==> src/rtl/mod_n_count_fsm.sv <==
// -----------------------------------------------------------------------------
// mod_n_count_fsm
//
// Modulo-MOD_N event counter. An "event" is either the In1 level
// (EDGE_MODE=0) or a rising edge of In1 (EDGE_MODE=1). Each enabled event
// advances Count by one. Count wraps from MOD_N-1 back to 0, and Wrap
// pulses for one cycle when that happens. Out1 flags a count window.
//
// Parameters
//   MOD_N     : counter modulus, 2..256
//   OUT_LO    : lowest count at which Out1 is high
//   OUT_HI    : highest count at which Out1 is high
//               (0 <= OUT_LO <= OUT_HI <= MOD_N-1)
//   EDGE_MODE : 0 = count the In1 level, 1 = count rising edges of In1
//
// Ports
//   CLK     in   clock, rising edge
//   RST     in   asynchronous active-high reset
//   In1     in   event input
//   En      in   count enable
//   Clr     in   synchronous clear (has priority over counting)
//   Out1    out  registered, high while OUT_LO <= Count <= OUT_HI
//   Count   out  current count, CW bits
//   Wrap    out  registered one-cycle pulse after an increment MOD_N-1 -> 0
//   WrapCnt out  saturating 8-bit wrap counter; present only when the
//                macro MOD_N_COUNT_FSM_WRAP_CNT_EN is defined
//
// Valid/ready: this block has no handshake. Every output is valid in every
// cycle, and In1/En/Clr are sampled on every rising CLK edge.
// -----------------------------------------------------------------------------
module mod_n_count_fsm #(
    parameter int MOD_N     = 3,
    parameter int OUT_LO    = 2,
    parameter int OUT_HI    = 2,
    parameter int EDGE_MODE = 0,
    localparam int CW       = (MOD_N > 2) ? $clog2(MOD_N) : 1
) (
    input  logic          CLK,
    input  logic          RST,
    input  logic          In1,
    input  logic          En,
    input  logic          Clr,
    output logic          Out1,
    output logic [CW-1:0] Count,
    output logic          Wrap
`ifdef MOD_N_COUNT_FSM_WRAP_CNT_EN
    ,
    output logic [7:0]    WrapCnt
`endif
);

    logic [CW-1:0] count_q, count_d;
    logic          out1_q, out1_d;
    logic          wrap_q, wrap_d;
    logic          in_q;
    logic          event_w;

    // in_q resets to 1 so that In1 held high across reset release is not
    // seen as a rising edge.
    always_ff @(posedge CLK or posedge RST) begin
        if (RST) begin
            in_q <= 1'b1;
        end else begin
            in_q <= In1;
        end
    end

    always_comb begin
        event_w = (EDGE_MODE != 0) ? (In1 & ~in_q) : In1;
    end

    // Next count, Out1 and Wrap. Out1 is decoded from count_d so that it
    // lines up with the Count loaded on the same edge.
    always_comb begin
        count_d = count_q;
        wrap_d  = 1'b0;
        if (Clr) begin
            count_d = '0;
        end else if (int'(count_q) >= MOD_N) begin
            // Unreachable value: recover to 0 without signalling a wrap.
            count_d = '0;
        end else if (En && event_w) begin
            if (int'(count_q) == MOD_N - 1) begin
                count_d = '0;
                wrap_d  = 1'b1;
            end else begin
                count_d = count_q + CW'(1);
            end
        end
        out1_d = (int'(count_d) >= OUT_LO) && (int'(count_d) <= OUT_HI);
    end

    always_ff @(posedge CLK or posedge RST) begin
        if (RST) begin
            count_q <= '0;
            wrap_q  <= 1'b0;
            out1_q  <= (OUT_LO == 0);
        end else begin
            count_q <= count_d;
            wrap_q  <= wrap_d;
            out1_q  <= out1_d;
        end
    end

    assign Count = count_q;
    assign Wrap  = wrap_q;
    assign Out1  = out1_q;

`ifdef MOD_N_COUNT_FSM_WRAP_CNT_EN
    logic [7:0] wrap_cnt_q, wrap_cnt_d;

    // Counts alongside wrap_d so WrapCnt steps on the same edge Wrap rises.
    always_comb begin
        wrap_cnt_d = wrap_cnt_q;
        if (Clr) begin
            wrap_cnt_d = 8'd0;
        end else if (wrap_d && (wrap_cnt_q != 8'hFF)) begin
            wrap_cnt_d = wrap_cnt_q + 8'd1;
        end
    end

    always_ff @(posedge CLK or posedge RST) begin
        if (RST) begin
            wrap_cnt_q <= 8'd0;
        end else begin
            wrap_cnt_q <= wrap_cnt_d;
        end
    end

    assign WrapCnt = wrap_cnt_q;
`endif

endmodule
==> config.mk <==
export PLATFORM = sky130hd
export DESIGN_NAME = mod_n_count_fsm
export DESIGN_NICKNAME = d
export VERILOG_FILES = /design/src/rtl/mod_n_count_fsm.sv
export SDC_FILE = /design/constraint.sdc
export NUM_CORES = 1
export LEC_CHECK = 0
export ABC_CLOCK_PERIOD_IN_PS = 1500
export CAP_MARGIN = 20
export CORE_AREA = 2 2 39 41
export CTS_CLUSTER_DIAMETER = 150
export CTS_CLUSTER_SIZE = 25
export DETAILED_ROUTE_END_ITERATION = 10
export DIE_AREA = 0 0 41 43
export PLACE_DENSITY = 0.31
export RECOVER_POWER = 25
export SLEW_MARGIN = 15
export SYNTH_ARGS = -nofsm -noshare
export SYNTH_HDL_FRONTEND = slang
export SYNTH_SLANG_ARGS = --single-unit
==> constraint.sdc <==
create_clock -name CLK -period 1.5 [get_ports CLK]
set_input_delay 0.15 -clock CLK [delete_from_list [all_inputs] [get_ports CLK]]
set_output_delay 0.15 -clock CLK [all_outputs]
set_load 0.03 [all_outputs]
==> results of run 1 <==
==> cell usage in the layout, fill, tap and decap left out <==
| cell type | synthesis | layout |
|---|---|---|
| clkbuf_4 | 0 | 3 |
| clkdlybuf4s50_1 | 0 | 5 |
| dfrtp_1 | 4 | 4 |
| dlygate4sd2_1 | 0 | 2 |
| a21oi_1 | 2 | 2 |
| nor3_2 | 1 | 1 |
| inv_1 | 1 | 1 |
| nor4b_2 | 1 | 1 |
| nand2_1 | 1 | 1 |
| nand3b_1 | 1 | 1 |
| nand4b_1 | 1 | 1 |
| xor2_1 | 1 | 1 |
| dlygate4sd3_1 | 0 | 1 |
==> flip-flops by register name, summed over array words and instances (netlist names) <==
name	count
Count	2
Out1	1
Wrap	1
==> layer usage <==
layer / vias to the layer above / wire (µm) / track usage [%]
met5: - / 0 / 0
met3: 0 / 55 / 3.14
met2: 9 / 159 / 5.63
li1: 68 / - / -
met4: 0 / 0 / 8.00
met1: 66 / 149 / 4.59
==> cell families (layout without fill, tap and decap cells) <==
family          count (synthesis)  count (layout)  share of synthesized area, %
simple gates                    5               5                          26.9
compound gates                  2               2                          5.97
buf+inv                         1              12                          2.24
xor+xnor                        1               1                          5.22
flops                           4               4                          59.7
==> stage by stage <==
| step | setup slack, ns | area, µm² | cells | total power, mW | utilization, % |
|---|---|---|---|---|---|
| 3_5_place_dp | 0.227 | 268 | 37 | 0.160 | 19.3 |
| 3_3_place_gp | 0.236 | 268 | 37 | 0.160 | 19.3 |
| 2_1_floorplan | 0.544 | 168 | 13 | 0.137 | - |
| 4_1_cts | 0.130 | 288 | 40 | 0.294 | 20.8 |
| 5_1_grt | 0.0972 | 288 | 40 | 0.298 | 20.8 |
| 6_report | 0.144 | 288 | 40 | 0.284 | 20.8 |
==> where the power goes <==
part           total, mW  leakage [nW]  switching (mW)  internal, mW
clock              0.128        0.0138          0.0393        0.0892
sequential         0.117        0.0550         0.00490         0.113
combinational     0.0382        0.0588          0.0201        0.0181
==> area by class of cell <==
type	count	area, µm²
clock buffers	3	22.5
fillers	161	1100
inverters	1	3.75
multi-input cells	8	63.8
flip-flops and latches	4	100
well taps	16	20.0
repair buffers	8	77.6
==> worst paths after layout <==
check                            to  slack (ns)  depth (start not counted)
min in group CLK           Count[0]        0.52                          1
hold / removal                 Wrap        0.25                          2
hold reg to reg            Count[0]        0.52                          1
max in group asynchronous  Count[1]        1.11                          2
setup / recovery               Wrap        0.14                          1
setup reg to reg           Count[1]        0.63                          2
==> run_results.csv, run 1 <==
group,metric,value,unit
critical_path,critPathMaxFanout,1,
global_route,grt-ovfl-total,0,
drt,drt.antenna.violating_nets,0,
run_status,outcome,"completed",
yosys,synth_area_leaders,"dfrtp_1, nor4b_2, a21oi_1",
drt,wire_per_inst,9.08,µm
clock_network,post_cts_resized,2,
yosys,synth_cells,13,
global_route,grt_pass1_vias,146,
drt,wl,363,µm
layout,area_growth,71.6,%
min_path,hold_class,"in2async",
timing,finalMaxSlewViolations,0,
clock_network,cts_max_path_buffers,2,
clock_network,cts_hold_buf,0,
global_route,antenna_found_initial,0,
timing,tns,0,ns
drt,dr_total_vias,143,
drt,post_drt_via_cell_ratio,3.58,
yosys,ys.flop_type,"dfrtp_1",
yosys,avgSynthCellArea,12.9,µm²
yosys,synth-seq-area-share,59.7,%
layout,n_antenna_cell,0,
yosys,synth_common_cells,"dfrtp_1, a21oi_1",
global_route,grt.total_usage,5.05,%
floorplan,die_w,41,µm
timing,fin_crit_sh,90.4,%
clock_network,cts-root-buf,"clkbuf_4",
floorplan,ioPinCount,9,
power,p_leak,0.128,nW
clock_network,clk_latency,0.23,ns
clock_network,cts_buffers,3,
global_route,grt_max_degree,6,
clock_network,clock-sinks,4,
yosys,yosysTopAreaCell,"dfrtp_1",
placement,post-dp-hpwl,296,µm
critical_path,worstSetupEndpointType,"output pin",
placement,port_buffers,8,
drt,drt_iter0_markers,1,
power,cellPowerDensity,987,nW/µm²
floorplan,die_y,43,µm
timing,rsz0062_at_grt,"false",
critical_path,crit_path_start_kind,"flip-flop",
yosys,ys.warnings.count,0,
yosys,ys_async_sr_fraction,100,%
timing,fin_crit,1.36,ns
drt,firstDrtPassIters,3,
floorplan,initial_core_util,12.1,%
critical_path,timing.rr.start,"Count[1]",
global_route,grt_first_pass_wirelength,496,µm
critical_path,crit_start,"Wrap",
yosys,syn-num-nets,18,
clock_network,post_cts_buffers,0,
timing,max_freq,737,MHz
yosys,ys_ff_latch,4,
critical_path,path_cells,"clkdlybuf4s50_1",
floorplan,die-area,1760,µm²
clock_network,clk_pin_slew,0.04,ns
layout,fin_nets,31,
timing,fin_hold_ws,0.248,ns
clock_network,tritoncts,"built",
clock_network,htree_levels,1,
critical_path,path_buf_inv,1,
timing,slew_headroom,79.5,%
yosys,synth.most_common_cell,"dfrtp_1",
critical_path,critPathSlowestCell,"clkdlybuf4s50_1",
timing,tightest_slew,0.307,ns
power,ir_drop,195,µV
timing,hold_viol,0,
yosys,ys_types,9,
critical_path,cp_top_family,"buffers and inverters",
layout,drive_gt1_share,20.8,%
critical_path,crit_arrival,1.21,ns
floorplan,rows,14,
critical_path,worstSetupPathType,"reg2out",
yosys,synth_top_cell_area_share,59.7,%
yosys,syn_area,168,µm²
yosys,synth-edff-count,0,
floorplan,design.core.area,1380,µm²
drt,drc,0,
placement,place.gp.congestion,0.627,
timing,setup_viol,0,
timing,skew,0.00110,ns
critical_path,crit_required,1.35,ns
critical_path,max_stage_delay,0.66,ns
flow_run,max_cap_violations,0,
No activity file was read; power rests on OpenSTA's default activity.
==> run 2, diff against run 1 <==
--- a/config.mk
+++ b/config.mk
@@ -5,14 +5,15 @@
 export SDC_FILE = /design/constraint.sdc
 export NUM_CORES = 1
 export LEC_CHECK = 0
-export ABC_CLOCK_PERIOD_IN_PS = 1500
+export ABC_AREA = 1
+export ABC_CLOCK_PERIOD_IN_PS = 1200
 export CAP_MARGIN = 20
 export CORE_AREA = 2 2 39 41
 export CTS_CLUSTER_DIAMETER = 150
 export CTS_CLUSTER_SIZE = 25
 export DETAILED_ROUTE_END_ITERATION = 10
 export DIE_AREA = 0 0 41 43
-export PLACE_DENSITY = 0.31
+export PLACE_DENSITY = 0.32
 export RECOVER_POWER = 25
 export SLEW_MARGIN = 15
 export SYNTH_ARGS = -nofsm -noshare
==> constraint.sdc (replaced) <==
create_clock -name CLK -period 1.2 [get_ports CLK]
set_input_delay 0.12 -clock CLK [delete_from_list [all_inputs] [get_ports CLK]]
set_output_delay 0.12 -clock CLK [all_outputs]
set_load 0.03 [all_outputs]
==> run 2 against run 1 <==
Net effect:
- non-clock buffer count unchanged
- synthesized cell count grew 62%
- combinational power is 67% higher
- first-iteration DRC count down 100%
- sequential power grew 26%
- critical endpoint is now Count[1]
- largest cell class unchanged
==> run_results.csv, run 2 <==
group,metric,value,unit
run_status,outcome,"completed",
clock_network,clk_latency,0.23,ns
timing,max_freq,907,MHz
placement,port_buffers,8,
layout,layout_common_cells,"inv_1, dfrtp_1, nand2_1",
global_route,grt.total_usage,6.64,%
clock_network,clk_pin_slew,0.04,ns
clock_network,clock-sinks,4,
yosys,avgSynthCellArea,8.34,µm²
global_route,grt_pass1_vias,194,
critical_path,path_buf_inv,1,
clock_network,tritoncts,"built",
yosys,synth_top_cell_area_share,57.1,%
critical_path,crit_path_start_kind,"flip-flop",
floorplan,ioPinCount,9,
critical_path,worstSetupEndpointType,"output pin",
yosys,ys_async_sr_fraction,100,%
drt,drt.antenna.violating_nets,0,
floorplan,die-area,1760,µm²
global_route,grt_first_pass_wirelength,696,µm
drt,firstDrtPassIters,1,
flow_run,max_cap_violations,0,
power,ir_drop,270,µV
clock_network,cts_buffers,3,
floorplan,rows,14,
drt,wl_met3,58,µm
placement,place.gp.congestion,0.589,
power,cellPowerDensity,1270,nW/µm²
yosys,ys_types,8,
global_route,grt-ovfl-total,0,
timing,tns,0,ns
drt,wl,373,µm
drt,drc,0,
yosys,synth_common_cells,"inv_1, dfrtp_1, nand2_1, nand2_2, nor2_1",
critical_path,r2r-end,"Wrap",
timing,hold_viol,0,
floorplan,design.core.area,1380,µm²
yosys,syn-num-nets,26,
layout,largest-register,"Count",
critical_path,timing.rr.start,"Count[0]",
yosys,ys_ff_latch,4,
timing,fin_crit,1.10,ns
critical_path,crit_arrival,0.98,ns
floorplan,initial_core_util,12.7,%
critical_path,critPathSlowestCell,"dlygate4sd2_1",
layout,final.fill_count,160,
layout,final_common_cell,"inv_1",
timing,slew_headroom,79.6,%
critical_path,worstSetupPathType,"reg2out",
critical_path,rrSetupSlack,0.41,ns
critical_path,path_cells,"dlygate4sd2_1",
layout,area_growth,66.4,%
clock_network,cts-root-buf,"clkbuf_4",
min_path,hold_class,"in2async",
yosys,synth-seq-area-share,57.1,%
yosys,synth_area_leaders,"dfrtp_1, inv_1, nand2_2",
layout,drive_gt1_share,21.9,%
drt,post_drt_via_cell_ratio,3.46,
layout,n_antenna_cell,0,
timing,skew,0.000744,ns
yosys,synth.most_common_cell,"inv_1",
critical_path,max_stage_delay,0.40,ns
clock_network,htree_levels,1,
drt,wl_met2,154,µm
placement,placedInstanceArea,273,µm²
timing,fin_crit_sh,91.8,%
yosys,ys.warnings.count,0,
drt,drt_iter0_markers,0,
yosys,syn_area,175,µm²
clock_network,cts_max_path_buffers,2,
timing,tightest_slew,0.307,ns
critical_path,crit_required,1.08,ns
timing,setup_viol,0,
critical_path,cp_top_family,"buffers and inverters",
clock_network,post_cts_buffers,0,
drt,wl_met1,160,µm
timing,rsz0062_at_grt,"false",
floorplan,die_w,41,µm
yosys,ys.flop_type,"dfrtp_1",
drt,wire_per_inst,7.77,µm
global_route,antenna_found_initial,0,
critical_path,crit_cells,1,
timing,finalMaxSlewViolations,0,
drt,top_layer_used,"met3",
floorplan,die_y,43,µm
layout,largest_register_ffs,2,
layout,fin_nets,39,
power,p_leak,0.156,nW
global_route,grt_max_degree,5,
yosys,synth_cells,21,
drt,dr_total_vias,166,
yosys,synth-edff-count,0,
layout,fin_area,292,µm²
critical_path,reg2reg_depth,3,
placement,post-dp-hpwl,314,µm
critical_path,critPathMaxFanout,3,
yosys,yosysTopAreaCell,"dfrtp_1",
==> run 2: changes by cell type after synthesis, moves of 2 or more <==
cell	previous run	this run
nand2_1	1	4
inv_1	1	5
nor2_1	0	2
nand2_2	0	3
==> run 2: layer usage <==
layer  vias up  GRT usage (%)
met4         0           8.00
met3         0           5.24
met5         -              0
met1        73           5.83
li1         84              -
met2         9           8.13
==> run 2: repair_timing <==
item | 4_1_cts | 5_1_grt
setup endpoints to repair | 3 | 0
hold buffers | 0 | 0
resized for setup | 3 | 0
==> run 2: layout make-up <==
cell class              instances  area [µm²]  area share, %
clock buffers                   3        22.5           7.73
inverters                       5        18.8           6.44
multi-input cells              12        56.3           19.3
flip-flops and latches          4         100           34.3
well taps                      16        20.0           6.87
repair buffers                  8        73.8           25.3
==> run 2: metrics by stage <==
stage	hold WS (ns)	power, mW	cells	util [%]	setup WS, ns
final	0.218	0.372	48	21.1	0.0979
after global routing	0.215	0.400	48	21.1	0.0247
after CTS	0.0797	0.381	48	21.1	0.0799
after detailed placement	0.320	0.218	45	19.7	0.0560
after global placement	0.319	0.218	45	19.7	0.0677
after floorplan	-0.114	0.185	21	-	0.275
==> run 2: power breakdown <==
group | switching [mW] | leakage, nW | internal [mW] | total, mW
Sequential | 0.00473 | 0.0546 | 0.143 | 0.147
Combinational | 0.0371 | 0.0875 | 0.0267 | 0.0638
Clock | 0.0490 | 0.0138 | 0.111 | 0.160
==> run 2: cells by family after synthesis <==
group                  after synthesis  share of synthesized area [%]
DFF                                  4                           57.1
and+or+nand+nor                     11                           29.3
AOI/OAI and AO/OA                    1                           2.85
buffers and inverters                5                           10.7
==> run 2: worst max path at each step <==
| stage | startpoint | endpoint | slack [ns] |
|---|---|---|---|
| floorplan | Count[1] | Count[1] | 0.27 |
| global route | Count[1] | Count[1] | 0.02 |
| CTS | Count[1] | Count[1] | 0.08 |
| global placement | Count[1] | Count[1] | 0.07 |
| detailed placement | Count[1] | Count[1] | 0.06 |
| finish | Count[1] | Count[1] | 0.1 |
==> run 3, diff against run 2 <==
--- a/config.mk
+++ b/config.mk
@@ -9,11 +9,11 @@
 export ABC_CLOCK_PERIOD_IN_PS = 1200
 export CAP_MARGIN = 20
 export CORE_AREA = 2 2 39 41
-export CTS_CLUSTER_DIAMETER = 150
 export CTS_CLUSTER_SIZE = 25
 export DETAILED_ROUTE_END_ITERATION = 10
 export DIE_AREA = 0 0 41 43
-export PLACE_DENSITY = 0.32
+export DONT_BUFFER_PORTS = 1
+export PLACE_DENSITY = 0.3
 export RECOVER_POWER = 25
 export SLEW_MARGIN = 15
 export SYNTH_ARGS = -nofsm -noshare
==> run 3 against run 2 <==
Net effect:
- clock skew about the same
- total power down 3.3%
- non-clock buffer count down 5
- fmax up 11%
- utilization down 3.3 points
- sequential cell count unchanged
- combinational power down 40%
- first-iteration DRC count up 1
- largest power group unchanged
- highest routed layer unchanged
==> run_results.csv, run 3 (synthesis gave the netlist of run 2 again) <==
group,metric,value,unit
run_status,outcome,"completed",
timing,fin_crit_sh,82.8,%
global_route,grt_pass1_vias,163,
timing,slew_headroom,76.9,%
floorplan,ioPinCount,9,
min_path,hold_class,"in2reg",
timing,skew,0.000685,ns
drt,drt_iter0_markers,1,
floorplan,initial_core_util,12.7,%
global_route,grt_max_degree,5,
timing,fin_ws,0.206,ns
floorplan,die-area,1760,µm²
critical_path,critPathMaxFanout,3,
drt,post_drt_via_cell_ratio,3.40,
power,cellPowerDensity,1470,nW/µm²
power,p_leak,0.125,nW
drt,wl,353,µm
timing,tns,0,ns
layout,final_common_cell,"inv_1",
clock_network,clk_pin_slew,0.04,ns
global_route,grt.total_usage,5.02,%
global_route,grt_first_pass_wirelength,558,µm
global_route,antenna_found_initial,0,
timing,tightest_slew,0.346,ns
floorplan,die_w,41,µm
drt,firstDrtPassIters,2,
flow_run,max_cap_violations,0,
placement,pre_cts_ws,0.199,ns
layout,largest_register_ffs,2,
drt,wire_per_inst,8.21,µm
clock_network,cts_buffers,3,
critical_path,max_stage_delay,0.54,ns
clock_network,tritoncts,"built",
critical_path,worstSetupPathType,"reg2reg",
timing,finalMaxSlewViolations,0,
timing,setup_viol,0,
layout,drive_gt1_share,25.9,%
clock_network,htree_levels,1,
placement,post-dp-hpwl,292,µm
layout,n_antenna_cell,0,
critical_path,crit_arrival,1.12,ns
critical_path,worstSetupEndpointType,"flip-flop",
drt,dr_total_vias,146,
layout,area_growth,40.0,%
placement,port_buffers,0,
critical_path,path_cells,"inv_1, nand2_1, nand2_1, inv_1, nor2_1",
layout,largest-register,"Count",
floorplan,rows,14,
floorplan,design.core.area,1380,µm²
clock_network,post_cts_resized,0,
global_route,grt-ovfl-total,0,
timing,hold_viol,0,
clock_network,cts_max_path_buffers,2,
timing,fin_crit,0.994,ns
critical_path,crit_path_start_kind,"flip-flop",
layout,layout_common_cells,"inv_1, dfrtp_1, nand2_1",
drt,drt.antenna.violating_nets,0,
power,ir_drop,141,µV
layout,utilization,17.7,%
critical_path,critPathSlowestCell,"dfrtp_1",
drt,drc,0,
timing,rsz0062_at_grt,"false",
layout,fin_nets,34,
clock_network,clk_latency,0.23,ns
timing,max_freq,1010,MHz
clock_network,cts-root-buf,"clkbuf_4",
clock_network,clock-sinks,4,
placement,place.gp.congestion,0.579,
floorplan,die_y,43,µm
critical_path,crit_required,1.32,ns
[run 3: power breakdown]
group	total [mW]	internal (mW)	switching, mW
logic	0.0384	0.0161	0.0223
registers	0.158	0.143	0.0159
clock network	0.162	0.112	0.0509
[run 3: path summary, 6_finish.rpt]
path	start	endpoint	slack [ns]	cells past startpoint
max in group asynchronous	RST	Count[1]	0.85	2
min reg2reg	Count[0]	Count[0]	0.62	2
max reg2reg	Count[1]	Out1	0.21	5
min in group asynchronous	RST	Count[0]	0.21	2
min	Clr	Count[0]	0.06	3
max	Count[1]	Out1	0.21	5
[run 3: layout make-up]
class,count,area (µm²)
multi-input combinational,12,56.3
clock buffer,3,22.5
inverter,5,18.8
fill,157,1140
tap,16,20.0
timing repair buffer,3,27.5
sequential,4,100
[run 3: critical path: cells and delay by family, from the launching register on]
kind,cells,cell delay (ns)
flops,1,0.54
buf+inv,2,0.18
simple gates,3,0.17
[run 3: routing by layer]
metal	vias to the layer above	track usage, %	wire, µm
li1	73	-	-
met1	67	5.47	139
met2	6	6.56	180
met3	0	0	33
met4	0	8.00	0
met5	-	0	0
[run 3: stage by stage]
step	hold WS [ns]	power (mW)	cell area [µm²]	std cells
after detailed placement	-0.101	0.194	203	38
after global placement	-0.0992	0.194	203	38
final	0.0561	0.359	245	43
after CTS	0.0508	0.368	245	43
after global routing	0.0754	0.373	245	43
after floorplan	-0.114	0.185	175	21
[run 3: what timing repair did]
action | in CTS | in global routing
hold buffers | 2 | 0
setup endpoints to repair | 0 | 0
hold endpoints to repair | 5 | 0
buffers inserted | 0 | 0
